### src/rtl/fp_pkg.sv
// Shared FP constants, normalizer FSM state encodings and flag bit positions.
package fp_pkg;

    localparam int unsigned FP_EXP_W  = 8;
    localparam int unsigned FP_FRAC_W = 23;
    localparam int unsigned FP_BIAS   = 127;

    localparam logic [FP_EXP_W-1:0] FP_EXP_MAX = 8'hFF;

    localparam logic [1:0] IDLE = 2'd0;
    localparam logic [1:0] NORM = 2'd1;
    localparam logic [1:0] DONE = 2'd2;

    // Bit positions inside the {ovf, unf, zero} flag word
    localparam int unsigned FLAG_ZERO = 0;
    localparam int unsigned FLAG_UNF  = 1;
    localparam int unsigned FLAG_OVF  = 2;

endpackage

### src/rtl/lzc24.sv
// Combinational 24-bit leading-zero counter; reports 24 for an all-zero input.
module lzc24 (
    input  logic [23:0] value,
    output logic [4:0]  count
);

    always_comb begin
        count = 5'd24;
        // Ascending scan so the highest set bit is the last to win
        for (int i = 0; i < 24; i++) begin
            if (value[i]) begin
                count = 5'(23 - i);
            end
        end
    end

endmodule

### src/rtl/fp_mant_normalize.sv
// Mantissa normalizer and IEEE-754 single packer with a multi-cycle limited left shifter.
// Define FP_NORM_FLAGS_EN to add the registered {ovf, unf, zero} out_flags port.
module fp_mant_normalize
    import fp_pkg::*;
#(
    parameter int unsigned MAX_SHIFT = 4
) (
    input  logic        clk,
    input  logic        rst,
    input  logic        in_valid,
    output logic        in_ready,
    input  logic [24:0] in_mant,
    input  logic [7:0]  in_exp,
    input  logic        in_sign,
    output logic        out_valid,
    input  logic        out_ready,
    output logic [31:0] out_result
`ifdef FP_NORM_FLAGS_EN
   ,output logic [2:0]  out_flags
`endif
);

    localparam logic [4:0] MaxShiftW = 5'(MAX_SHIFT);

    logic [1:0]        state_q, state_d;
    logic [24:0]       m_q, m_d;
    logic signed [9:0] e_q, e_d;
    logic              s_q, s_d;
    logic [31:0]       res_q, res_d;

    logic [4:0]        lz;
    logic [4:0]        k;
    logic signed [9:0] e_inc;
    logic signed [9:0] e_sub;

`ifdef FP_NORM_FLAGS_EN
    logic [2:0] flags_q, flags_d;
    assign out_flags = flags_q;
`endif

    lzc24 u_lzc (
        .value (m_q[23:0]),
        .count (lz)
    );

    assign k     = (lz < MaxShiftW) ? lz : MaxShiftW;
    assign e_inc = e_q + 10'sd1;
    assign e_sub = e_q - $signed({5'b0, k});

    always_comb begin
        state_d = state_q;
        m_d     = m_q;
        e_d     = e_q;
        s_d     = s_q;
        res_d   = res_q;
`ifdef FP_NORM_FLAGS_EN
        flags_d = flags_q;
`endif
        unique case (state_q)
            IDLE: begin
                if (in_valid) begin
                    m_d     = in_mant;
                    e_d     = $signed({2'b00, in_exp});
                    s_d     = in_sign;
                    state_d = NORM;
`ifdef FP_NORM_FLAGS_EN
                    flags_d = '0;
`endif
                end
            end
            NORM: begin
                if (m_q == '0) begin
                    res_d   = '0;
                    state_d = DONE;
`ifdef FP_NORM_FLAGS_EN
                    flags_d[FLAG_ZERO] = 1'b1;
`endif
                end else if (m_q[24]) begin
                    // Carry out: one right shift, the dropped LSB is simply truncated
                    state_d = DONE;
                    if (e_inc >= $signed({2'b00, FP_EXP_MAX})) begin
                        res_d = {s_q, FP_EXP_MAX, {FP_FRAC_W{1'b0}}};
`ifdef FP_NORM_FLAGS_EN
                        flags_d[FLAG_OVF] = 1'b1;
`endif
                    end else begin
                        res_d = {s_q, e_inc[FP_EXP_W-1:0], m_q[FP_FRAC_W:1]};
                    end
                end else if (m_q[23]) begin
                    res_d   = {s_q, e_q[FP_EXP_W-1:0], m_q[FP_FRAC_W-1:0]};
                    state_d = DONE;
                end else if (e_sub <= 10'sd0) begin
                    // Flush to zero; no denormal support, sign is preserved
                    res_d   = {s_q, 31'h0};
                    state_d = DONE;
`ifdef FP_NORM_FLAGS_EN
                    flags_d[FLAG_UNF] = 1'b1;
`endif
                end else begin
                    m_d = m_q << k;
                    e_d = e_sub;
                end
            end
            DONE: begin
                if (out_ready) begin
                    state_d = IDLE;
                end
            end
            default: state_d = IDLE;
        endcase
    end

    always_ff @(posedge clk) begin
        if (rst) begin
            state_q <= IDLE;
            m_q     <= '0;
            e_q     <= '0;
            s_q     <= 1'b0;
            res_q   <= '0;
`ifdef FP_NORM_FLAGS_EN
            flags_q <= '0;
`endif
        end else begin
            state_q <= state_d;
            m_q     <= m_d;
            e_q     <= e_d;
            s_q     <= s_d;
            res_q   <= res_d;
`ifdef FP_NORM_FLAGS_EN
            flags_q <= flags_d;
`endif
        end
    end

    assign in_ready   = (state_q == IDLE);
    assign out_valid  = (state_q == DONE);
    assign out_result = res_q;

endmodule

### config.mk
export PLATFORM = sky130hd
export DESIGN_NAME = fp_mant_normalize
export DESIGN_NICKNAME = d
export VERILOG_FILES = /design/src/rtl/fp_pkg.sv /design/src/rtl/lzc24.sv /design/src/rtl/fp_mant_normalize.sv
export SDC_FILE = /design/constraint.sdc
export NUM_CORES = 1
export LEC_CHECK = 0
export ABC_AREA = 1
export BUFFER_PORTS_ARGS = -buffer_cell sky130_fd_sc_hd__buf_2
export CAP_MARGIN = 40
export CORE_AREA = 2 2 99 101
export DETAILED_ROUTE_END_ITERATION = 12
export DIE_AREA = 0 0 101 103
export PLACE_DENSITY = 0.85
export SLEW_MARGIN = 20
export SYNTH_ARGS = -nofsm -noshare
export SYNTH_HDL_FRONTEND = slang
export SYNTH_SLANG_ARGS = --single-unit
### constraint.sdc
create_clock -name clk -period 4.32 [get_ports clk]
set_input_delay 1.296 -clock clk [delete_from_list [all_inputs] [get_ports clk]]
set_output_delay 1.296 -clock clk [all_outputs]
set_load 0.1 [all_outputs]
* Word level (Yosys, flattened, before mapping)
Index checks and enable logic that the tools add are counted.
** Cells by class
- $add $sub $neg :: 2
- $lt $le $gt $ge :: 3
- Equality and inequality tests :: 9
- Shifts and indexed selects :: 1
- Multiplexer cells :: 49
- Reduce and logical (&&, ||, !) cells :: 10
** Operator list (count)
- $mux W32 :: 4
- $mux W25 :: 5
- $mux W5 :: 17
- $mux W10 :: 5
- $pmux W25 S2 :: 1
- $mux W4 :: 8
- $mux W31 :: 1
- $logic_not A25 Y1 :: 1
- $shl A25 B5 Y25 :: 1
- $pmux W10 S2 :: 1
- $mux W2 :: 6
- $add A10 B2 Y10 const B :: 1
- $ge A10 B9 Y1 const B :: 1
- $le A10 B1 Y1 const B :: 1
- $ne A2 B2 Y1 const B :: 5
- $sub A10 B6 Y10 :: 1
- $pmux W2 S3 :: 1
- $reduce_and A3 Y1 :: 2
- $reduce_and A6 Y1 :: 1
- $lt A5 B3 Y1 const B :: 1
- $ne A5 B5 Y1 const B :: 1
- $reduce_and A2 Y1 :: 2
- $reduce_and A4 Y1 :: 1
- $reduce_bool A4 Y1 :: 1
- other kinds (5) :: 5
** Storage, ports and cells
- Bits in registers :: 70
- Input bits :: 38
- Output and inout port bits :: 34
- Logic and storage cells :: 81

* Logic depth before layout (Yosys ltp)
- Depth in word-level cells :: 33
- Gate-level depth with buffers :: 24
- Depth with buffers taken out :: 21

* Hierarchy
Synthesis repeated with hierarchy kept, for this count alone.
** Unflattened totals
- Cell total of the unflattened synthesis :: 883
- Area, all modules :: 5147.4 um^2
** By module, submodules not included
- fp_mant_normalize :: times used 1, cells each 809, area each 4833.4 um^2, seq. area each 1401.3 um^2
- lzc24 :: times used 1, cells each 74, area each 314.1 um^2, seq. area each 0.0 um^2

* Least setup slack after synthesis
Ideal clock, no wire load.
- Path type :: register -> output
- Start point :: register state_q[1]
- End point :: output out_valid
- Arrival :: 1.702 ns
- Data required time :: 3.024 ns
- Slack :: 1.322 ns
- Stages on the path, launching flop included :: 3
- Path buffers :: 0
- Cells stage by stage :: dfxtp_1 > inv_1 > nor2_1
** On the way
- Longest elaborated chain between the ends :: 1
** Ends and longest elaborated chain
- start: declaration :: line fp_mant_normalize.sv:25 : logic [1:0] state_q, state_d;
- start signal: assignment :: line fp_mant_normalize.sv:124 : state_q <= state_d;
- $eq A2 B2 Y1 :: line fp_mant_normalize.sv:136 : assign out_valid = (state_q == DONE);
- end: declaration :: line fp_mant_normalize.sv:15 : output logic out_valid,
Every way passes these cells.

* Worst setup path in the final report
- Start point :: register m_q[23]
- End point :: register m_q[11]
** On the way
- Longest elaborated chain between the ends :: 9
- Elaborated cells between the ends (all ways) :: 16
- Those cells by class :: add/sub (1); order compare (2); eq/ne (3); shift (1); mux (7); reduce/logical (2)
** Ends and longest elaborated chain
- start: declaration :: line fp_mant_normalize.sv:26 : logic [24:0] m_q, m_d;
- start signal: assignment :: line fp_mant_normalize.sv:125 : m_q <= m_d;
- branches (longest 9 deep; another with $sub A10 B6 Y10)
Parallel ways; which one is timed is not known. The select of a mux whose other input is x is not followed.
A chain may end at the register's enable or synchronous reset.

==> results.cfg <==
[setup_path]
critPathSlowestCell = dfxtp_1
crit_top_cell = nand3_1
crit_type = reg -> reg
endpoint_kind = flop
critPathTopFamily = simple AND/OR/NAND/NOR gates
worstPathCellList = nor2_4, nand2_2, nand2_1, inv_1, ha_1, inv_1, fa_1, nand3_1, nand3_1, nand2_1, nand3_1, nor2_2, nand4_4, nand3_4, nand2_4, buf_4, o21ai_0, nor2_1
crit_start = m_q[23]$_SDFFE_PP0P_
cp.arrival_ns = 3.96
crit_required_ns = 4.58
regToRegSetupSlack_ns = 0.62
crit_fanout = 36
critPathLaunchType = flop
cpPeakStageDelay_ns = 0.58
rr_startpoint = m_q[23]$_SDFFE_PP0P_
cp.buffers_inverters = 3
rr_endpoint = m_q[11]$_SDFFE_PP0P_
worst_r2r_path_depth = 18

[drt]
firstDrtPassIters = 6
vias = 5486
wl_per_cell_um = 13.5
drtAntennaViolNets = 0
wirelength_um = 13700
drtIter0Drc = 479
drc = 0
viasPerCell = 5.42

[clock_network]
cts.clk_slew.worst_paths_ns = 0.08
clock_latency_ns = 0.36
cts_tree = done
cts_buffers = 9
postCtsHoldBufs = 0
cts_root_buffer = clkbuf_8
htree_levels = 3
cts.sinks = 70
cts-resized-gates = 0
post_cts_buffers = 0
clk_path_buf_depth = 2

[floorplan]
fp.dieW_um = 101
io_pins = 72
die_h_um = 103
die-area_um2 = 10400
core_area_um2 = 9460
rows = 36
initial_core_util = 0.532

[sta]
fin_crit_ns = 3.70
setup_slack_ns = 0.620
hold_viol_final = 0
rsz0062_at_grt = no
holdWs_ns = 0.466
fin_crit_sh = 0.857
max_freq_mhz = 270
tns_ns = 0
setup_viol = 0
worst_slew_pin_slew_ns = 0.728
skew_ns = 0.0124
slew_headroom = 0.513
slew_violations = 0

[global_route]
grt_pass1_vias = 4762
grt_start_max_net_pins = 49
grt_usage = 0.271
grt_overflow = 0
antenna_found_initial = 0
grt_first_pass_wirelength_um = 22700

[placement]
pre_cts_ws_ns = 0.666
place.gp.congestion = 0.944
placed_cell_area_um2 = 5370
hpwl_um = 10100
placed_cells = 997
io_buffers = 71

[cells_and_area]
fill_cells = 1010
syn_to_final_growth_pct = 11.2
diodes = 0
final_cells = 1013
layout-drive-gt1-share = 0.137
final_cell_area_um2 = 5590
layout.nets = 939
fin_util = 0.591

[yosys]
synth-seq-cells = 70
synth_common_cells = 202 x nand2_1, 160 x nor2_1, 97 x nand3_1, 80 x inv_1, 70 x dfxtp_1
yosysTopAreaCell = dfxtp_1
synthesis.area_um2 = 5030
seq_area_frac_synth = 0.279
synth_edf_count = 0
syn_inst = 853
yosysMostFrequentCell = nand2_1
netlist_top_cells_area = dfxtp_1 28%, nand2_1 15%, nor2_1 12%
netlist.area_leader.share = 0.279
syn_area_per_cell_um2 = 5.90
yosysWarnings = 0
ys.flop_type = dfxtp_1
synth.net_count = 898
ys_types = 41
synthArstFlopShare = 0

[worst_hold_path]
hold_depth = 2
min_path_type = reg -> reg
hp-start = out_result[9]$_SDFFE_PP0P_
min_to = out_result[9]$_SDFFE_PP0P_

[run]
maxCapViolations = 0

[power]
ir_worst_vdd_v = 0.000346
p_leak_nw = 2.71
power_mw = 4.12
power_density_nw_per_um2 = 736

[outcome]
status = finished, final reports clean
## flip-flops by register name, indices dropped and copies added (netlist names)
name	cells
out_result	32
m_q	25
e_q	10
state_q	2
s_q	1
## how the worst max path moves through the flow
stage | to | cells after the start
floorplan | out_valid | 2
global placement | m_q[11]$_SDFFE_PP0P_ | 18
detailed placement | m_q[11]$_SDFFE_PP0P_ | 18
CTS | m_q[11]$_SDFFE_PP0P_ | 18
global route | m_q[11]$_SDFFE_PP0P_ | 20
finish | m_q[11]$_SDFFE_PP0P_ | 18
## report_power, final
part | total (mW) | internal (mW) | switching (mW)
registers | 0.956 | 0.805 | 0.151
clock network | 0.605 | 0.339 | 0.267
logic | 2.55 | 0.661 | 1.89
## final cells by class
cell class / instances / area, µm² / share of cell area
multi-input cells: 645 / 3030 / 0.543
clock inverters: 6 / 85.1 / 0.0152
clock buffers: 10 / 138 / 0.0246
well taps: 114 / 143 / 0.0255
inverters: 87 / 328 / 0.0586
repair buffers: 81 / 463 / 0.0828
flip-flops and latches: 70 / 1400 / 0.251
## worst reg2reg max path: cells and delay by family (launching register included)
kind                     cells  cell delay [ns]
adder cells (fa/ha/maj)      2             0.63
AND/OR/NAND/NOR             12             1.78
AO/OA/AOI/OAI                1             0.15
flip-flops                   1             0.58
buffers and inverters        3             0.45
## layout by cell type, fill, tap and decap left out, drive strengths merged, types with 2 or more instances in the layout
master / instances
clkinv: 5
clkinvlp: 2
dfxtp: 70
clkbuf: 10
o21ai: 83
ha: 6
nand2: 206
inv: 84
a31oi: 2
nor2: 168
mux2i: 3
bufinv: 2
a21oi: 12
buf: 81
o22ai: 21
nand4: 24
nor3: 6
xor2: 4
nand3: 101
## routing by layer
metal,GRT usage,vias to the layer above,wire [µm]
li1,-,2838,-
met1,0.387,2421,6540
met2,0.418,207,5890
met3,0.0427,20,1020
met4,0.0894,0,226
met5,0,-,0
## kinds of logic after synthesis
kind of cell | share of synthesized area
AND/OR/NAND/NOR | 0.440
flip-flops | 0.279
adder cells (fa/ha/maj) | 0.0189
other | 0.000746
AO/OA/AOI/OAI | 0.129
multiplexers | 0.00597
buffers and inverters | 0.118
XOR/XNOR | 0.00871
Note: power is estimated with default switching activity, not from simulation.
